<file path="src/rtl/regfile_dump_pkg.sv">
// regfile_dump_pkg: shared FSM encoding and register file geometry for the dump walker
package regfile_dump_pkg;
  localparam int DATA_W_DEF = 32;
  localparam int ADDR_W_DEF = 5;
  localparam int REG_COUNT = 32;
  typedef enum logic [1:0] {
    IDLE  = 2'd0,
    RUN   = 2'd1,
    DRAIN = 2'd2,
    DONE  = 2'd3
  } state_t;
endpackage

</file>
<file path="src/rtl/regfile_dump.sv">
// regfile_dump: walks a register range through one async read port and streams values over valid/ready
module regfile_dump
  import regfile_dump_pkg::*;
#(
  parameter int DATA_W = DATA_W_DEF,
  parameter int ADDR_W = ADDR_W_DEF
) (
  input  logic              clock,
  input  logic              reset_n,
  input  logic              start,
  input  logic [ADDR_W-1:0] first_reg,
  input  logic [ADDR_W-1:0] last_reg,
  output logic [ADDR_W-1:0] rd_path,
  input  logic [DATA_W-1:0] rd_data,
  output logic              out_valid,
  input  logic              out_ready,
  output logic [DATA_W-1:0] out_data,
  output logic [ADDR_W-1:0] out_index,
  output logic              out_last,
  output logic              busy,
  output logic              done
);
  state_t            state_q, state_d;
  logic [ADDR_W-1:0] ptr_q, ptr_d;
  logic [ADDR_W:0]   remain_q, remain_d;
  logic              out_valid_q, out_valid_d;
  logic [DATA_W-1:0] out_data_q, out_data_d;
  logic [ADDR_W-1:0] out_index_q, out_index_d;
  logic              out_last_q, out_last_d;
  logic              cap, is_last;
  assign cap = !out_valid_q || out_ready;
  assign is_last = remain_q == (ADDR_W+1)'(1);
  always_comb begin
    state_d     = state_q;
    ptr_d       = ptr_q;
    remain_d    = remain_q;
    out_valid_d = out_valid_q;
    out_data_d  = out_data_q;
    out_index_d = out_index_q;
    out_last_d  = out_last_q;
    unique case (state_q)
      IDLE: if (start) begin
        ptr_d    = first_reg;
        remain_d = {1'b0, last_reg - first_reg} + (ADDR_W+1)'(1);
        state_d  = RUN;
      end
      RUN: if (cap) begin
        out_data_d  = rd_data;
        out_index_d = ptr_q;
        out_last_d  = is_last;
        out_valid_d = 1'b1;
        remain_d    = remain_q - (ADDR_W+1)'(1);
        // pointer freezes on the final register so rd_path holds through DRAIN/DONE/IDLE
        state_d     = is_last ? DRAIN : RUN;
        ptr_d       = is_last ? ptr_q : ptr_q + ADDR_W'(1);
      end
      DRAIN: if (out_ready) begin
        out_valid_d = 1'b0;
        state_d     = DONE;
      end
      DONE: state_d = IDLE;
    endcase
  end
  always_ff @(posedge clock or negedge reset_n) begin
    if (!reset_n) begin
      state_q     <= IDLE;
      ptr_q       <= '0;
      remain_q    <= '0;
      out_valid_q <= 1'b0;
      out_data_q  <= '0;
      out_index_q <= '0;
      out_last_q  <= 1'b0;
    end else begin
      state_q     <= state_d;
      ptr_q       <= ptr_d;
      remain_q    <= remain_d;
      out_valid_q <= out_valid_d;
      out_data_q  <= out_data_d;
      out_index_q <= out_index_d;
      out_last_q  <= out_last_d;
    end
  end
  assign rd_path   = ptr_q;
  assign out_valid = out_valid_q;
  assign out_data  = out_data_q;
  assign out_index = out_index_q;
  assign out_last  = out_last_q;
  assign busy      = state_q != IDLE;
  assign done      = state_q == DONE;
endmodule

</file>
<file path="config.mk">
export PLATFORM = sky130hd
export DESIGN_NAME = regfile_dump
export DESIGN_NICKNAME = d
export VERILOG_FILES = /design/src/rtl/regfile_dump_pkg.sv /design/src/rtl/regfile_dump.sv
export SDC_FILE = /design/constraint.sdc
export NUM_CORES = 1
export LEC_CHECK = 0
export ABC_AREA = 0
export BUFFER_PORTS_ARGS = -buffer_cell sky130_fd_sc_hd__buf_2
export CAP_MARGIN = 20
export CORE_ASPECT_RATIO = 1.25
export CORE_MARGIN = 8
export CORE_UTILIZATION = 43
export CTS_CLUSTER_DIAMETER = 60
export CTS_CLUSTER_SIZE = 28
export DETAILED_ROUTE_END_ITERATION = 10
export PLACE_DENSITY_LB_ADDON = 0.05
export SYNTH_ARGS = -nofsm -noshare
export SYNTH_HDL_FRONTEND = slang
export SYNTH_SLANG_ARGS = --single-unit
</file>
<file path="constraint.sdc">
create_clock -name clock -period 1.7 [get_ports clock]
set_clock_uncertainty 0.15 [all_clocks]
set_input_delay 0.085 -clock clock [delete_from_list [all_inputs] [get_ports clock]]
set_output_delay 0.085 -clock clock [all_outputs]
set_load 0.005 [all_outputs]
</file>
-- Word level (Yosys, flattened, before mapping)
Cells that the tools add are included.
- register bits: 52
- input port bits: 46
- output and inout port bits: 46
- logic and storage cells: 45
- add/subtract/negate cells: 4
- eq/ne operators: 8
- mux-type cells: 15
- reductions and logical operators: 11
- operators with widths (cell ; count):
    $mux 5 ; 3
    $mux 6 ; 2
    $pmux 6 s2 ; 1
    $pmux 5 s2 ; 1
    $reduce_and 3->1 ; 3
    $mux 2 ; 4
    $ne 2x2->1 const B ; 4
    $pmux 2 s4 ; 1
    $add 5x1->6 const B ; 1
    $eq 6x1->1 const B ; 1
    $reduce_bool 2->1 ; 3
    $sub 6x1->6 const B ; 1
    $add 5x1->5 const B ; 1
    $sub 5x5->5 ; 1
    $eq 2x2->1 const B ; 2
    $reduce_and 4->1 ; 1
    $eq 2x1->1 const B ; 1
    $logic_not 2->1 ; 1
    $mux 1 ; 2
    $pmux 1 s2 ; 1
    $reduce_and 2->1 ; 1
    $logic_not 1->1 ; 1
    $logic_or 1x1->1 ; 1

-- Depth between registers and ports, before layout
Gate-level depths: netlist (run 1).
- depth after elaboration: 4
- mapped depth: 9
- depth with buffers taken out: 9

-- Worst setup path before layout (run 1)
OpenSTA, ideal clock, no wires.
- path kind: register to register
- from: reg out_valid_q, in the netlist out_valid
- to: reg out_data_q[0], in the netlist out_data[0]
- library setup time: 125 ps
- data arrival time: 1560 ps
- required time: 1425 ps
- setup slack: -135 ps
- cell stages (with the launch flop): 7
- buffers on the path: 2
- period minus slack after synthesis: 1835 ps
- cells stage by stage: dfrtp_1 > nor2b_1 > a211o_1 > buf_6 > nor2_8 > buf_6 > mux2_2
- word-level cells in the longest chain between the ends: 3
- RTL lines (item ; RTL line ; source):
    start: declaration ; regfile_dump.sv:26 ; logic out_valid_q, out_valid_d;
    start signal: assignment ; regfile_dump.sv:77 ; out_valid_q <= out_valid_d;
    $logic_not 1->1 ; regfile_dump.sv:31 ; assign cap = !out_valid_q || out_ready;
    $logic_or 1x1->1 ; regfile_dump.sv:31 ;
    $reduce_and 2->1 (no source line) ; -- ;
    end signal: assignment ; regfile_dump.sv:78 ; out_data_q <= out_data_d;
    end: declaration ; regfile_dump.sv:27 ; logic [DATA_W-1:0] out_data_q, out_data_d;
Every way passes these cells.
A chain may end at the register's enable or synchronous reset.

-- Worst setup path after layout (run 1)
- from: reg out_valid_q, in the netlist out_valid
- to: reg out_data_q[27], in the netlist out_data[27]
The elaborated chain is that of the path after synthesis.

==> results.md, run 1 <==
* Status: finished, violations left
* Failing checks: negative setup slack
* Final core utilization at 0.6905
* Commonest cells after routing, fill and taps aside: 91 x buf_2, 52 x dfrtp_1, 38 x dlygate4sd3_1
* Full die area at about 8600 um^2
* Worst flop-to-flop path startpoint: out_valid$_DFFE_PN0P_
* Worst Tran Pin Value at approximately 0.33 ns
* DRC errors left at 0
* PortBufs at between 90 and 100
* CP bufs+invs at 1
* Hold Crit Class: primary input to flop
* Yosys warns at 0
* Largest net degree at the start of global routing at 53
* Worst setup SP type: flop
* WP data required at 1.75 ns
* Core box area at between 5000 and 6000 um^2
* Mapped cell area at 2512 um^2
* Wire per inst at between 15 and 20 um
* Post-DP HPWL at between 4000 and 5000 um
* Slowest cell delay on critical path at 0.39 ns
* Vias per inst at 4.965
* EDFF count, synth at 0
* Clock Sinks at 52
* Mux cell area share after synthesis at 0.1738
* GPL Wtd Cong at roughly 0.76
* Final setup vio count at between 40 and 50
* Clock-pin transition on the worst setup and hold timing paths at 0.10 ns
* Initial Utilization at 0.4377
* DR pass1 iterations at 4
* Synth Area in Compound Gates at 0.09213
* Sequential area share after synthesis at 0.5179
* Vias in the first global route at between 2000 and 2500
* Leakage power at ~1.9 nW
* Unrepaired setup endpoints after global routing: yes
* CP Data Arrival Time at around 1.9 ns
* First DRT Iteration DRCs at 57
* Setup WS pre-CTS at -0.2042 ns
* Main synth FF type: dfrtp_1
* H-tree depth at 2
* Cell Chain, Critical Path: nor2b_4 > a211o_4 > nor2_8 > buf_12 > mux2_2
* Largest family of logic cells by synthesized area: multiplexers
* CP delay by family, top: flip-flops
* Crit path time final at ~1.8 ns
* Total GRT Usage at 0.1506
* Ant diodes at 0
* Skew-Pair Late Insertion Delay at roughly 0.3 ns
* Post-Syn Instances at 204
* Clk buf depth at 2
* Fmax achieved at roughly 550 MHz
* Initial antenna violation count at 0
* CP max FO at 17
* Share of flip-flops with an asynchronous set or reset at 1.000
* Post-synthesis xor/xnor area fraction at 0.01743
* Clk root buf: clkbuf_8
* Total CTS buffers at 5
* Synth cell types at 45
* Die W at around 84 um
* R2R depth at 5
* Antenna-violating nets left at 0
* Die Y at around 100 um
* Reg2reg setup slack at -0.12 ns
* Avg Inst Size Synth at roughly 12 um^2
* Yosys reg bits at 52
* Commonest non-fill, non-tap cell in the layout: buf_2
* Net count, final at approximately 420
* Share of cells above drive strength 1 at 0.5177
* Routed wire length at 6821 um
* Via count at between 2000 and 2500
* CTS tree: done
* Final worst-path cycle share at 1.070
* # IOs at between 90 and 100
* Grt ovf at 0
* Site Rows at 31
* Fin. Hold Viols at 0
* Adder and majority cell fraction of the synthesized area at 0.04781
* Critical Path Sink Type: flop
* Pwr dens at between 1000 and 1500 nW/um^2
* Max-slew violation count at 0
* Max VDD drop at 0.6612 mV
* Levels on crit path at 5
* Slowest CP cell: dfrtp_1
* Worst flop-to-flop path endpoint: out_data[27]$_DFFE_PN0P_
* Critical path class: flop to flop
* Net count after synthesis at ~260
* Setup ws final at -0.1183 ns
* Worst Setup SP: out_valid$_DFFE_PN0P_
* Max-slew headroom at 0.7761
* Simple-gate share of the synthesized area at 0.1071
* First-pass GRT wire length at about 11000 um
* Max-cap violations at 0
* Layout area overhead at 57.77%
* CP endpoint: out_data[27]$_DFFE_PN0P_
-- worst min-delay path, delay by kind of cell --
kind	cells	cell delay, ns
buffers and inverters	2	0.22
AOI/OAI and AO/OA	1	0.08
and+or+nand+nor	1	0.05
-- registers in the layout, indices dropped and copies added, names as in the netlist, named ones only --
register   cells
out_last       1
out_index      5
out_valid      1
out_data      32
state_q        1
remain_q       6
rd_path        5
-- worst min-delay path by stage --
stage,from,to,slack [ns],cells after the start
2_1_floorplan,reset_n,async pin,-0.36,0
3_3_place_gp,reset_n,out_data[17]$_DFFE_PN0P_,-0.05,2
3_5_place_dp,reset_n,out_data[17]$_DFFE_PN0P_,-0.05,2
4_1_cts,first_reg[1],rd_path[1]$_DFFE_PN0P_,0.004,4
5_1_grt,first_reg[1],rd_path[1]$_DFFE_PN0P_,0.006,4
6_report,first_reg[1],rd_path[1]$_DFFE_PN0P_,0.01,4
-- repair_timing --
| action | 4_1_cts | 5_1_grt |
|---|---|---|
| gates cloned | 1 | 1 |
| buffers inserted | 2 | 6 |
| hold buffers | 38 | 0 |
| resized for setup | 6 | 36 |
| setup endpoints to repair | 40 | 47 |
| pin swaps | 0 | 2 |
| hold endpoints to repair | 89 | 0 |
-- synthesized netlist by cell type, drive strengths merged (3+ instances only) --
cell,n,area [um^2]
inv,9,33.78
nand3,7,35.03
a211oi,3,27.52
nor2b,3,18.77
o21ai,6,30.02
nor2,7,42.54
buf,9,76.32
a21oi,12,71.32
mux2,37,416.7
nand3b,3,22.52
nand2,13,48.80
ha,8,100.1
xnor2,4,35.03
dfrtp,52,1301
-- metal layers --
| metal | up-vias | wire length, um | GRT usage |
|---|---|---|---|
| met1 | 1017 | 2905 | 0.1745 |
| met5 | - | 0 | 0 |
| met4 | 0 | 55 | 0.03297 |
| met3 | 8 | 424 | 0.05032 |
| li1 | 1047 | - | - |
| met2 | 78 | 3436 | 0.2637 |
-- kinds of logic after synthesis --
group	count (synthesis)
compound gates	34
xor+xnor	5
fa+ha+maj	9
buf+inv	18
flops	52
mux	39
simple gates	47
-- where the power goes --
group	total, mW	switching (mW)	internal, mW
logic	1.47	0.620	0.854
clock network	0.734	0.431	0.303
registers	1.77	0.235	1.53
-- stage by stage --
step                      instance area, um^2  hold slack (ns)  setup TNS (ns)  power, mW  cells
final                                    3964          0.01040          -3.746      3.976    433
after detailed placement                 3216         -0.05081          -4.774      2.985    377
after global placement                   3216         -0.04860          -4.522      2.961    377
after CTS                                3749         0.003823          -3.920      3.832    426
after floorplan                          2529          -0.3606          -3.693      2.420    204
after global routing                     3964         0.006379          -5.826      4.263    433
-- layout make-up --
type,count,area [um^2]
Fill cell,431,1777
Clock inverter,3,27.53
Timing Repair Buffer,163,1176
Multi-Input combinational cell,135,1274
Tap cell,66,82.58
Sequential cell,52,1301
Clock buffer,5,68.82
Inverter,9,33.78
Note: power is estimated with default switching activity, not from simulation.
==> inputs of run 2 (changes only) <==
- GPL_TIMING_DRIVEN: not set -> 0
==> run 2 against run 1 <==
Compared with the run above:
- critical endpoint is now out_data[29]$_DFFE_PN0P_
- core utilization increased by 0.31 points
- via count increased by 0.33%
- non-clock buffer count decreased by 4
- critical path depth increased by 2
- final cell count decreased by 0.92%
- the flow still finishes with violations (negative setup slack)
- combinational power about the same
- fmax decreased by 2.5%
- register-to-register slack got worse by 0.05 ns
- worst setup slack got worse by 0.046 ns
- die area unchanged
- count of clock-buffer cells in the layout unchanged
- sequential cell count unchanged
==> results.md, run 2 (synthesized netlist as in run 1, its figures left out) <==
* Logic pwr share at 0.378 (+0.007)
* Clock Sinks at 52 (unchanged)
* Grt ovf at 0 (unchanged)
* Crit path time final at 1.864 ns (+0.04575 ns)
* Core box area at 5741 um^2 (unchanged)
* Post-DP HPWL at 4334 um (+0.68%)
* Worst flop-to-flop path startpoint: out_valid$_DFFE_PN0P_
* # IOs at 92 (unchanged)
* Int Pwr at 2.698 mW (+0.28%)
* DR pass1 iterations at 4 (unchanged)
* Final setup vio count at 44 (+7.3%)
* Critical path's most frequent cell: buf_12
* Psw at 1.258 mW (-2.1%)
* Clock power share at 0.174 (-0.011)
* Reg power frac at 0.448 (+0.003)
* Initial Utilization at 0.4377 (unchanged)
* Skew-Pair Late Insertion Delay at 0.30 ns (about the same)
* First-pass GRT wire length at 10650 um (+0.13%)
* Filler cells at 439 (+1.9%)
* WP data required at 1.74 ns (about the same)
* Final Cell Area at 3981 um^2 (+0.44%)
* Slowest cell delay on critical path at 0.39 ns (about the same)
* Net count, final at 417 (-0.95%)
* Initial antenna violation count at 0 (unchanged)
* CP Data Arrival Time at 1.91 ns (+0.04 ns)
* Worst Setup SP: out_valid$_DFFE_PN0P_
* Layout area overhead at 58.47%
* Share of cells above drive strength 1 at 0.5069 (-0.01082)
* Cell Chain, Critical Path: nor2b_4 > a211o_1 > buf_6 > nor2_8 > buf_12 > buf_12 > mux2_2
* Switching Fraction at 0.3179 (-0.005297)
* Fin. Hold Viols at 0 (unchanged)
* H-tree depth at 2 (unchanged)
* CP max FO at 10 (-7)
* GPL Wtd Cong at 0.7527 (-1.4%)
* Status: finished, violations left
* Clk root buf: clkbuf_8
* Routed wire length at 6688 um (-1.9%)
* Commonest cells after routing, fill and taps aside: 91 x buf_2, 51 x dfrtp_1, 40 x dlygate4sd3_1
* Via count at 2157 (+0.33%)
* Site Rows at 31 (unchanged)
* Commonest non-fill, non-tap cell in the layout: buf_2
* Max-slew headroom at 0.7061 (-0.07000)
* Slowest CP cell: dfrtp_1
* Worst Tran Pin Value at 0.4408 ns (+0.1080 ns)
* Final worst-path cycle share at 1.096 (+0.02691)
* Full die area at 8560 um^2 (unchanged)
* First DRT Iteration DRCs at 70 (+23%)
* Critical Path Sink Type: flop
* Max-slew violation count at 0 (unchanged)
* Wire per inst at 15.59 um (-1.0%)
* Hold Crit Class: primary input to flop
* Die W at 84.37 um (unchanged)
* Max VDD drop at 0.6343 mV (-4.1%)
* Vias per inst at 5.028 (+1.3%)
* Critical path class: flop to flop
* Total GRT Usage at 0.1516 (+0.0009151)
* CTS tree: done
* Hold_ws at 0.05088 ns (+0.04048 ns)
* Clock-pin transition on the worst setup and hold timing paths at 0.09 ns (about the same)
* Max-cap violations at 0 (unchanged)
* Worst setup SP type: flop
* Unrepaired setup endpoints after global routing: yes
* Setup WS pre-CTS at -0.2305 ns (-0.02624 ns)
* Setup ws final at -0.1640 ns (-0.04576 ns)
* Leakage power at 1.966 nW (+1.3%)
* Vias in the first global route at 2177 (-0.55%)
* Largest net degree at the start of global routing at 36 (-32%)
* Ant diodes at 0 (unchanged)
* Largest register FFs at 32 (unchanged)
* Failing checks: negative setup slack
* Clk buf depth at 2 (unchanged)
* Cell Area, Placed at 3087 um^2 (-4.0%)
* Total CTS buffers at 5 (unchanged)
* PortBufs at 91 (unchanged)
* Pwr dens at 993.6 nW/um^2 (-0.94%)
* Antenna-violating nets left at 0 (unchanged)
* Fmax achieved at 536.5 MHz (-2.5%)
* DRC errors left at 0 (unchanged)
* Die Y at 101.5 um (unchanged)
* Worst Min Path Start: first_reg[0]
## run 2: worst paths after layout
check                                            to  slack [ns]  depth (start not counted)
setup / recovery           out_data[29]$_DFFE_PN0P_       -0.16                          7
hold / removal              remain_q[0]$_DFFE_PN0P_        0.05                          4
setup reg to reg           out_data[29]$_DFFE_PN0P_       -0.16                          7
hold reg to reg            out_data[17]$_DFFE_PN0P_        0.36                          1
max in group asynchronous  out_data[27]$_DFFE_PN0P_        0.75                          3
min in group asynchronous  out_data[17]$_DFFE_PN0P_        0.13                          2
## run 2: what timing repair did
action                                 in CTS  in global routing
pin swaps                                   6                 12
setup endpoints to repair                  48                 51
setup buffers                              11                  8
hold buffers                               39                  1
endpoints found under the hold margin      90                  1
resized for setup                          14                 44
cloned                                      2                  0
## run 2: final cells by class
| class | count | area [um^2] | area share |
|---|---|---|---|
| flip-flops and latches | 52 | 1303 | 0.3272 |
| clock inverters | 3 | 18.77 | 0.004714 |
| clock buffers | 5 | 68.82 | 0.01728 |
| plain buffers | 7 | 93.84 | 0.02357 |
| multi-input cells | 135 | 1295 | 0.3253 |
| inverters | 9 | 33.78 | 0.008485 |
| repair buffers | 152 | 1086 | 0.2728 |
| well taps | 66 | 82.58 | 0.02074 |
## run 2: metal layers
metal | vias to the layer above | GRT usage | share of wire
met5 | - | 0 | 0
met4 | 0 | 0.04945 | 0.011
met3 | 6 | 0.04627 | 0.059
met2 | 67 | 0.2612 | 0.50
met1 | 1046 | 0.1757 | 0.43
li1 | 1038 | - | -
## run 2: stage by stage
step                cells  total power [mW]  TNS, ns    util
detailed placement    362             2.923   -7.966  0.5377
global placement      361             2.882   -8.127  0.5342
global route          429             4.231   -8.178  0.6935
finish                429             3.956   -5.420  0.6935
floorplan             204             2.420   -3.693       -
CTS                   421             3.808   -5.806  0.6543
## run 2: power by group through the flow
stage                     clock network, mW  registers, mW  logic (mW)
after global routing                  0.766           1.81        1.65
final                                 0.688           1.77        1.49
after CTS                             0.721           1.75        1.33
after floorplan                           0           1.77       0.652
after global placement                    0           1.77        1.12
after detailed placement                  0           1.78        1.14
## run 2: critical path, delay by kind of cell, from the launching register on
family / cells / cell delay (ns)
AOI/OAI and AO/OA: 1 / 0.26
DFF: 1 / 0.39
and+or+nand+nor: 2 / 0.23
muxes: 1 / 0.33
buffers and inverters: 3 / 0.40
